===== config.mk =====
export PLATFORM = sky130hd
export DESIGN_NAME = ivd_assay_scheduler
export DESIGN_NICKNAME = d
export VERILOG_FILES = /design/src/rtl/ivd_pkg.sv /design/src/rtl/ivd_phase_timer.sv /design/src/rtl/ivd_assay_scheduler.sv
export SDC_FILE = /design/constraint.sdc
export NUM_CORES = 1
export LEC_CHECK = 0
export BUFFER_PORTS_ARGS = -buffer_cell sky130_fd_sc_hd__buf_2
export CORE_ASPECT_RATIO = 1.5
export CORE_MARGIN = 10
export CORE_UTILIZATION = 43
export DETAILED_ROUTE_END_ITERATION = 12
export PLACE_DENSITY_LB_ADDON = 0.3
export SLEW_MARGIN = 20
export SYNTH_ARGS = -nofsm -noshare
export SYNTH_HDL_FRONTEND = slang
export SYNTH_HIERARCHICAL = 1
export SYNTH_SLANG_ARGS = --single-unit

===== constraint.sdc =====
create_clock -name clk -period 3.11 [get_ports clk]
set_input_delay 0 -clock clk [delete_from_list [all_inputs] [get_ports clk]]
set_output_delay 0 -clock clk [all_outputs]
set_load 0.02 [all_outputs]

===== src/rtl/ivd_pkg.sv =====
// Shared types and constants for the IVD assay scheduler.
package ivd_pkg;

   localparam int IVD_NCH = 6;
   localparam int IVD_CW  = 3;

   typedef enum logic [2:0] {
      IDLE,
      SELECT,
      LOAD,
      MIX,
      DETECT,
      REPORT,
      FINISH
   } ivd_state_e;

   // Counter width able to hold the largest phase length minus one.
   function automatic int ivd_timer_width(input int a, input int b, input int c);
      int m;
      m = (a > b) ? a : b;
      m = (m > c) ? m : c;
      return (m > 1) ? $clog2(m) : 1;
   endfunction

endpackage


===== src/rtl/ivd_phase_timer.sv =====
// Loadable down-counter shared by the LOAD, MIX and detector-timeout phases.
// Holds at zero until reloaded; zero flags the last cycle of a phase.
module ivd_phase_timer #(
   parameter int W = 8
) (
   input  logic         clk,
   input  logic         rst_n,
   input  logic         load,
   input  logic [W-1:0] load_val,
   output logic         zero
);

   logic [W-1:0] cnt;

   always_ff @(posedge clk or negedge rst_n) begin
      if (!rst_n)         cnt <= '0;
      else if (load)      cnt <= load_val;
      else if (cnt != '0) cnt <= cnt - 1'b1;
   end

   assign zero = (cnt == '0);

endmodule


===== src/rtl/ivd_assay_scheduler.sv =====
// Sequences the assay channels one at a time: LOAD -> MIX -> DETECT -> REPORT.
// Optional detector ack timeout is enabled by defining IVD_DET_TIMEOUT_EN.
module ivd_assay_scheduler
   import ivd_pkg::*;
#(
   parameter int NCH         = IVD_NCH,
   parameter int LOAD_CYCLES = 16,
   parameter int MIX_CYCLES  = 64,
   parameter int DW          = 12,
   parameter int TMO_CYCLES  = 256
) (
   input  logic              clk,
   input  logic              rst_n,
   input  logic              start,
   input  logic              abort,
   input  logic [NCH-1:0]    chan_mask,
   output logic              busy,
   output logic              done,
   output logic [NCH-1:0]    sample_valve,
   output logic [NCH-1:0]    reagent_valve,
   output logic [NCH-1:0]    mix_en,
   output logic              det_req,
   output logic [IVD_CW-1:0] det_chan,
   input  logic              det_ack,
   input  logic [DW-1:0]     det_data,
   output logic              res_valid,
   input  logic              res_ready,
   output logic [IVD_CW-1:0] res_chan,
   output logic [DW-1:0]     res_data,
   output logic              res_err,
   output ivd_state_e        dbg_state
);

   localparam int TW = ivd_timer_width(LOAD_CYCLES, MIX_CYCLES, TMO_CYCLES);
   localparam logic [TW-1:0] LOAD_LD = TW'(LOAD_CYCLES - 1);
   localparam logic [TW-1:0] MIX_LD  = TW'(MIX_CYCLES - 1);
`ifdef IVD_DET_TIMEOUT_EN
   localparam logic [TW-1:0] TMO_LD  = TW'(TMO_CYCLES - 1);
`endif

   ivd_state_e        state, state_n;
   logic [NCH-1:0]    pend;
   logic [IVD_CW-1:0] chan, chan_n, enc;
   logic [NCH-1:0]    enc_oh, chan_oh;
   logic              aborting;
   logic              tmr_load, tmr_zero;
   logic [TW-1:0]     tmr_val;

   // Handshakes: det_req/det_ack and res_valid/res_ready are valid/ready pairs; a
   // transfer happens on the clock edge where both are high, and the requester holds
   // its signals (det_chan, res_chan, res_data) stable until that edge.

   always_comb begin
      enc = '0;
      for (int i = NCH - 1; i >= 0; i--)
         if (pend[i]) enc = IVD_CW'(i);
   end

   assign enc_oh   = {{(NCH-1){1'b0}}, 1'b1} << enc;
   assign chan_n   = (state == SELECT) ? enc : chan;
   assign chan_oh  = {{(NCH-1){1'b0}}, 1'b1} << chan_n;
   assign aborting = abort && (state != IDLE);

   ivd_phase_timer #(.W(TW)) u_timer (
      .clk      (clk),
      .rst_n    (rst_n),
      .load     (tmr_load),
      .load_val (tmr_val),
      .zero     (tmr_zero)
   );

   always_ff @(posedge clk or negedge rst_n) begin
      if (!rst_n) state <= IDLE;
      else        state <= state_n;
   end

   always_comb begin
      state_n = state;
      if (aborting) begin
         state_n = IDLE;
      end else begin
         case (state)
            IDLE:    if (start) state_n = SELECT;
            SELECT:  state_n = (pend == '0) ? FINISH : LOAD;
            LOAD:    if (tmr_zero) state_n = MIX;
            MIX:     if (tmr_zero) state_n = DETECT;
            DETECT: begin
               if (det_ack) state_n = REPORT;
`ifdef IVD_DET_TIMEOUT_EN
               else if (tmr_zero) state_n = REPORT;
`endif
            end
            REPORT:  if (res_ready) state_n = SELECT;
            FINISH:  state_n = IDLE;
            default: state_n = IDLE;
         endcase
      end
   end

   // Each timed phase reloads the timer on the edge that enters it.
   always_comb begin
      tmr_load = 1'b0;
      tmr_val  = '0;
      case (state)
         SELECT: begin
            tmr_load = 1'b1;
            tmr_val  = LOAD_LD;
         end
         LOAD: if (tmr_zero) begin
            tmr_load = 1'b1;
            tmr_val  = MIX_LD;
         end
`ifdef IVD_DET_TIMEOUT_EN
         MIX: if (tmr_zero) begin
            tmr_load = 1'b1;
            tmr_val  = TMO_LD;
         end
`endif
         default: ;
      endcase
   end

   // Actuator outputs are registered from the next state so they line up with it.
   always_ff @(posedge clk or negedge rst_n) begin
      if (!rst_n) begin
         pend          <= '0;
         chan          <= '0;
         sample_valve  <= '0;
         reagent_valve <= '0;
         mix_en        <= '0;
         det_req       <= 1'b0;
         det_chan      <= '0;
         res_valid     <= 1'b0;
         res_chan      <= '0;
         res_data      <= '0;
         done          <= 1'b0;
      end else begin
         sample_valve  <= (state_n == LOAD) ? chan_oh : '0;
         reagent_valve <= (state_n == LOAD) ? chan_oh : '0;
         mix_en        <= (state_n == MIX)  ? chan_oh : '0;
         det_req       <= (state_n == DETECT);
         res_valid     <= (state_n == REPORT);
         done          <= (state != IDLE) && (state_n == IDLE);
         chan          <= chan_n;
         if (state_n == DETECT) det_chan <= chan_n;
         if (state == DETECT && state_n == REPORT) begin
            res_chan <= chan;
            res_data <= det_ack ? det_data : '0;
         end
         if (aborting)                 pend <= '0;
         else if (state == IDLE && start) pend <= chan_mask;
         else if (state == SELECT)     pend <= pend & ~enc_oh;
      end
   end

`ifdef IVD_DET_TIMEOUT_EN
   always_ff @(posedge clk or negedge rst_n) begin
      if (!rst_n)                                res_err <= 1'b0;
      else if (state == DETECT && state_n == REPORT) res_err <= !det_ack;
   end
`else
   assign res_err = 1'b0;
`endif

   assign busy      = (state != IDLE);
   assign dbg_state = state;

endmodule

==> summary.txt <==
Status
  – Result of the run: finished, final reports clean

Place
  – Cell Area, Placed: 2840 um2
  – Half-perimeter wire length after placement: 4.458 mm
  – Placer congestion estimate: 0.7924
  – Port-buffer cells: 66
  – Dpl cells: 342

Floorplanning
  – I/O pin count: 68
  – Core box area: 5533 um2
  – Starting Density: 45.00%
  – Die Height: 113.2 um
  – FP Rows: 33
  – Area of the die: 9297 um2
  – Chip width: 82.13 um

Global route
  – First-pass GRT wire length: 9.114 mm
  – Via count of the first global-routing pass: 1893
  – Overall overflow remaining after global route: 0
  – Overall Global Routing Usage: 12.36%
  – Largest net degree at the start of global routing: 30
  – Antenna violations before repair: 0

STA
  – RSZ-0062 raised after global routing: no
  – Fin. max-slew vios: 0
  – Largest clock skew in the final design: 12.61 ps
  – Relative max-transition margin: 56.12%
  – Peak clock frequency supported by timing: 0.3516 GHz
  – Final hold viol count: 0
  – Total Negative Setup Slacks: 0 ps
  – Final cycle utilization of the critical path: 91.46%
  – Slew at the pin closest to its max-slew limit: 658.2 ps
  – Number of failing setup endpoints in the final timing report: 0
  – Time the worst path needs with I/O delays and setup: 2844 ps

Power and ir drop
  – Static leakage: 1.595 nW
  – Total Power: 2.989 mW
  – Pwr/cell area: 951.4 nW/um2
  – Worst supply voltage drop on vdd: 0.5849 mV

Critical path
  – Maximum single-stage delay on the critical path: 420 ps
  – CP endpoint kind: flip-flop
  – Critical path fanouts, max: 15
  – Setup crit start kind: flip-flop
  – R2R depth: 10
  – R2r endpoint: res_data[9]
  – Worst setup path endpoint: res_data[9]
  – Reg2reg setup slack: 270 ps
  – Cell breakdown of the critical path: inv_1, ha_1, or3b_1, nor2_1, xnor2_1, nor3b_2, nor2_4, or4_1, buf_4, mux2_4
  – Data arrival time of the critical path: 3040 ps
  – Worst setup path start: u_timer/cnt[0]
  – Source of the worst register-to-register timing path: u_timer/cnt[0]
  – Crit-path slowest cell: sky130_fd_sc_hd__dfrtp_1
  – Kind of critical path: reg2reg
  – Data required, critical path: 3310 ps

Route
  – Number of optimization iterations in the first detailed-route pass: 4
  – Antenna-violating nets left: 0
  – Total wire length after detailed routing: 5.773 mm
  – Drt wl/cell: 15.64 um
  – Starting DRC count in detailed routing: 90
  – Via density per instance: 5.084
  – Routed via count: 1876
  – Number of DRC violations after detailed routing: 0

Logic synthesis
  – Distinct cell type count after synthesis: 57
  – Area of the mapped netlist: 2490 um2
  – Fraction of the yosys area taken by sequential cells: 53.27%
  – Count of mapped cells out of synthesis: 213
  – Ys async rst share: 100.0%
  – Avg Inst Size Synth: 11.69 um2
  – Count of warnings emitted by yosys: 6
  – Dominant synthesized flop cell: sky130_fd_sc_hd__dfrtp_1
  – Number of flops mapped to enable cells by yosys: 0
  – Flops & latches, synth: 53

Clock network
  – Clock H-tree levels: 2
  – CTS buffer count: 5
  – Number of clock sinks: 53
  – TritonCTS clock tree: done
  – Clk Latency, worst-skew pair: 310 ps
  – Clk root buf: sky130_fd_sc_hd__clkbuf_8
  – Clock transition at the register clock pins on the worst setup and hold paths after CTS: 90 ps
  – Number of buffers on the longest clock path: 2

Cells and area
  – Share of layout cells above drive strength 1: 35.12%
  – Antenna fix cells: 0
  – Post-route cell area: 3142 um2
  – Net count, final: 323
  – Number of standard cells in the final layout excluding fillers: 369
  – Finished Core Util: 56.78%
  – Area added between synthesis and finish: 26.18%

Job
  – Max-cap viol count: 0

Hold path
  – Hold/Removal Path Class: in2reg
==> sequential cells by signal, indices dropped and copies added (netlist names) <==
signal         count
reagent_valve      6
det_chan           3
det_req            1
pend               6
chan               3
res_data          12
done               1
res_valid          1
mix_en             6
dbg_state          3
u_timer/cnt        8
res_chan           3
==> critical path, delay by kind of cell (launching register included) <==
| family | cells | cell delay, ps |
|---|---|---|
| multiplexers | 1 | 320 |
| adder cells (fa/ha/maj) | 1 | 220 |
| flip-flops | 1 | 420 |
| buffers and inverters | 2 | 320 |
| XOR/XNOR | 1 | 100 |
| AND/OR/NAND/NOR | 5 | 1360 |
==> cell usage after synthesis (2+ instances only) <==
| library cell | number | area [um2] |
|---|---|---|
| sky130_fd_sc_hd__nor2_1 | 16 | 60.06 |
| sky130_fd_sc_hd__xnor2_1 | 2 | 17.52 |
| sky130_fd_sc_hd__nand3_1 | 3 | 15.01 |
| sky130_fd_sc_hd__nor3_1 | 7 | 35.03 |
| sky130_fd_sc_hd__inv_1 | 9 | 33.78 |
| sky130_fd_sc_hd__mux2_2 | 5 | 56.30 |
| sky130_fd_sc_hd__or4_4 | 2 | 22.52 |
| sky130_fd_sc_hd__a32o_1 | 4 | 40.04 |
| sky130_fd_sc_hd__nor2b_1 | 3 | 18.77 |
| sky130_fd_sc_hd__a21oi_1 | 6 | 30.03 |
| sky130_fd_sc_hd__buf_6 | 4 | 45.04 |
| sky130_fd_sc_hd__buf_4 | 7 | 52.55 |
| sky130_fd_sc_hd__nand4_1 | 2 | 12.51 |
| sky130_fd_sc_hd__o31ai_1 | 3 | 22.52 |
| sky130_fd_sc_hd__nor4_1 | 5 | 31.28 |
| sky130_fd_sc_hd__mux2_1 | 3 | 33.78 |
| sky130_fd_sc_hd__o311ai_0 | 2 | 17.52 |
| sky130_fd_sc_hd__nand2_1 | 16 | 60.06 |
| sky130_fd_sc_hd__dfrtp_1 | 53 | 1326 |
| sky130_fd_sc_hd__mux2_4 | 10 | 150.1 |
| sky130_fd_sc_hd__o21ai_0 | 5 | 25.02 |
| sky130_fd_sc_hd__or4_1 | 3 | 22.52 |
| sky130_fd_sc_hd__nand2b_1 | 5 | 31.28 |
| sky130_fd_sc_hd__and2_1 | 5 | 31.28 |
==> how the worst min path moves through the flow <==
stage | start | to | depth (start not counted)
after floorplan | rst_n | chan[0] | 0
after global placement | rst_n | done | 1
after detailed placement | rst_n | done | 1
after CTS | abort | done | 3
after global routing | abort | done | 3
final | abort | done | 3
==> cells by family (layout without fill, tap and decap cells) <==
family | count (synthesis) | after routing | synth area share [%]
fa+ha+maj | 1 | 1 | 0.5024
simple gates | 79 | 79 | 18.14
other cells | 1 | 3 | 0.1506
mux | 18 | 18 | 9.648
xor+xnor | 2 | 2 | 0.7036
flops | 53 | 53 | 53.27
compound gates | 35 | 35 | 11.41
buf+inv | 24 | 108 | 6.180
==> what timing repair did <==
action,4_1_cts,5_1_grt
endpoints found under the hold margin,46,0
hold buffers,19,0
gates resized for setup,0,0
setup buffers,0,0
==> stage by stage <==
step	setup slack, ps	hold WS [ps]
5_1_grt	46.06	139.0
6_report	265.7	133.4
3_3_place_gp	322.3	60.40
3_5_place_dp	301.8	57.92
4_1_cts	265.1	131.3
2_1_floorplan	150.4	-295.6
==> layer usage <==
metal / up-vias / share of wire (%) / routed length [um] / global-route usage (%)
met2: 57 / 52 / 2987 / 21.14
met3: 11 / 7.1 / 408 / 3.487
met5: - / 0 / 0 / 0
li1: 920 / - / - / -
met4: 0 / 2.4 / 136 / 4.897
met1: 888 / 39 / 2240 / 13.86
==> placed cells by master, fill, tap and decap left out, types with 2 or more instances in the layout <==
cell type                        n
sky130_fd_sc_hd__nor3_1          7
sky130_fd_sc_hd__nand3_1         3
sky130_fd_sc_hd__clkbuf_8        5
sky130_fd_sc_hd__nand2b_1        5
sky130_fd_sc_hd__mux2_2          5
sky130_fd_sc_hd__o21ai_0         5
sky130_fd_sc_hd__dfrtp_1        53
sky130_fd_sc_hd__conb_1          3
sky130_fd_sc_hd__nor4_1          5
sky130_fd_sc_hd__dlygate4sd3_1  19
sky130_fd_sc_hd__a21oi_1         6
sky130_fd_sc_hd__buf_2          66
sky130_fd_sc_hd__inv_1           9
sky130_fd_sc_hd__buf_4           6
sky130_fd_sc_hd__or4_1           3
sky130_fd_sc_hd__or4_4           2
sky130_fd_sc_hd__nand2_1        16
sky130_fd_sc_hd__xnor2_1         2
sky130_fd_sc_hd__mux2_4         10
sky130_fd_sc_hd__nor2_1         16
sky130_fd_sc_hd__mux2_1          3
sky130_fd_sc_hd__nor2b_1         3
sky130_fd_sc_hd__o311ai_0        2
sky130_fd_sc_hd__and2_1          5
sky130_fd_sc_hd__nand4_1         2
sky130_fd_sc_hd__o31ai_1         3
sky130_fd_sc_hd__a32o_1          4
==> final cells by class <==
type	instances	area, um2
fillers	481	2391
clock buffers	6	72.57
flip-flops and latches	53	1326
inverters	9	33.78
repair buffers	91	565.5
well taps	70	87.58
multi-input cells	138	1017
clock inverters	2	38.79
==> report_power, final <==
part	internal (mW)	switching (mW)	leakage, nW
Sequential	0.931	0.227	0.693
Combinational	0.569	0.800	0.847
Clock	0.242	0.219	0.0554
Total	1.74	1.25	1.60
Note: power is estimated with default switching activity, not from simulation.
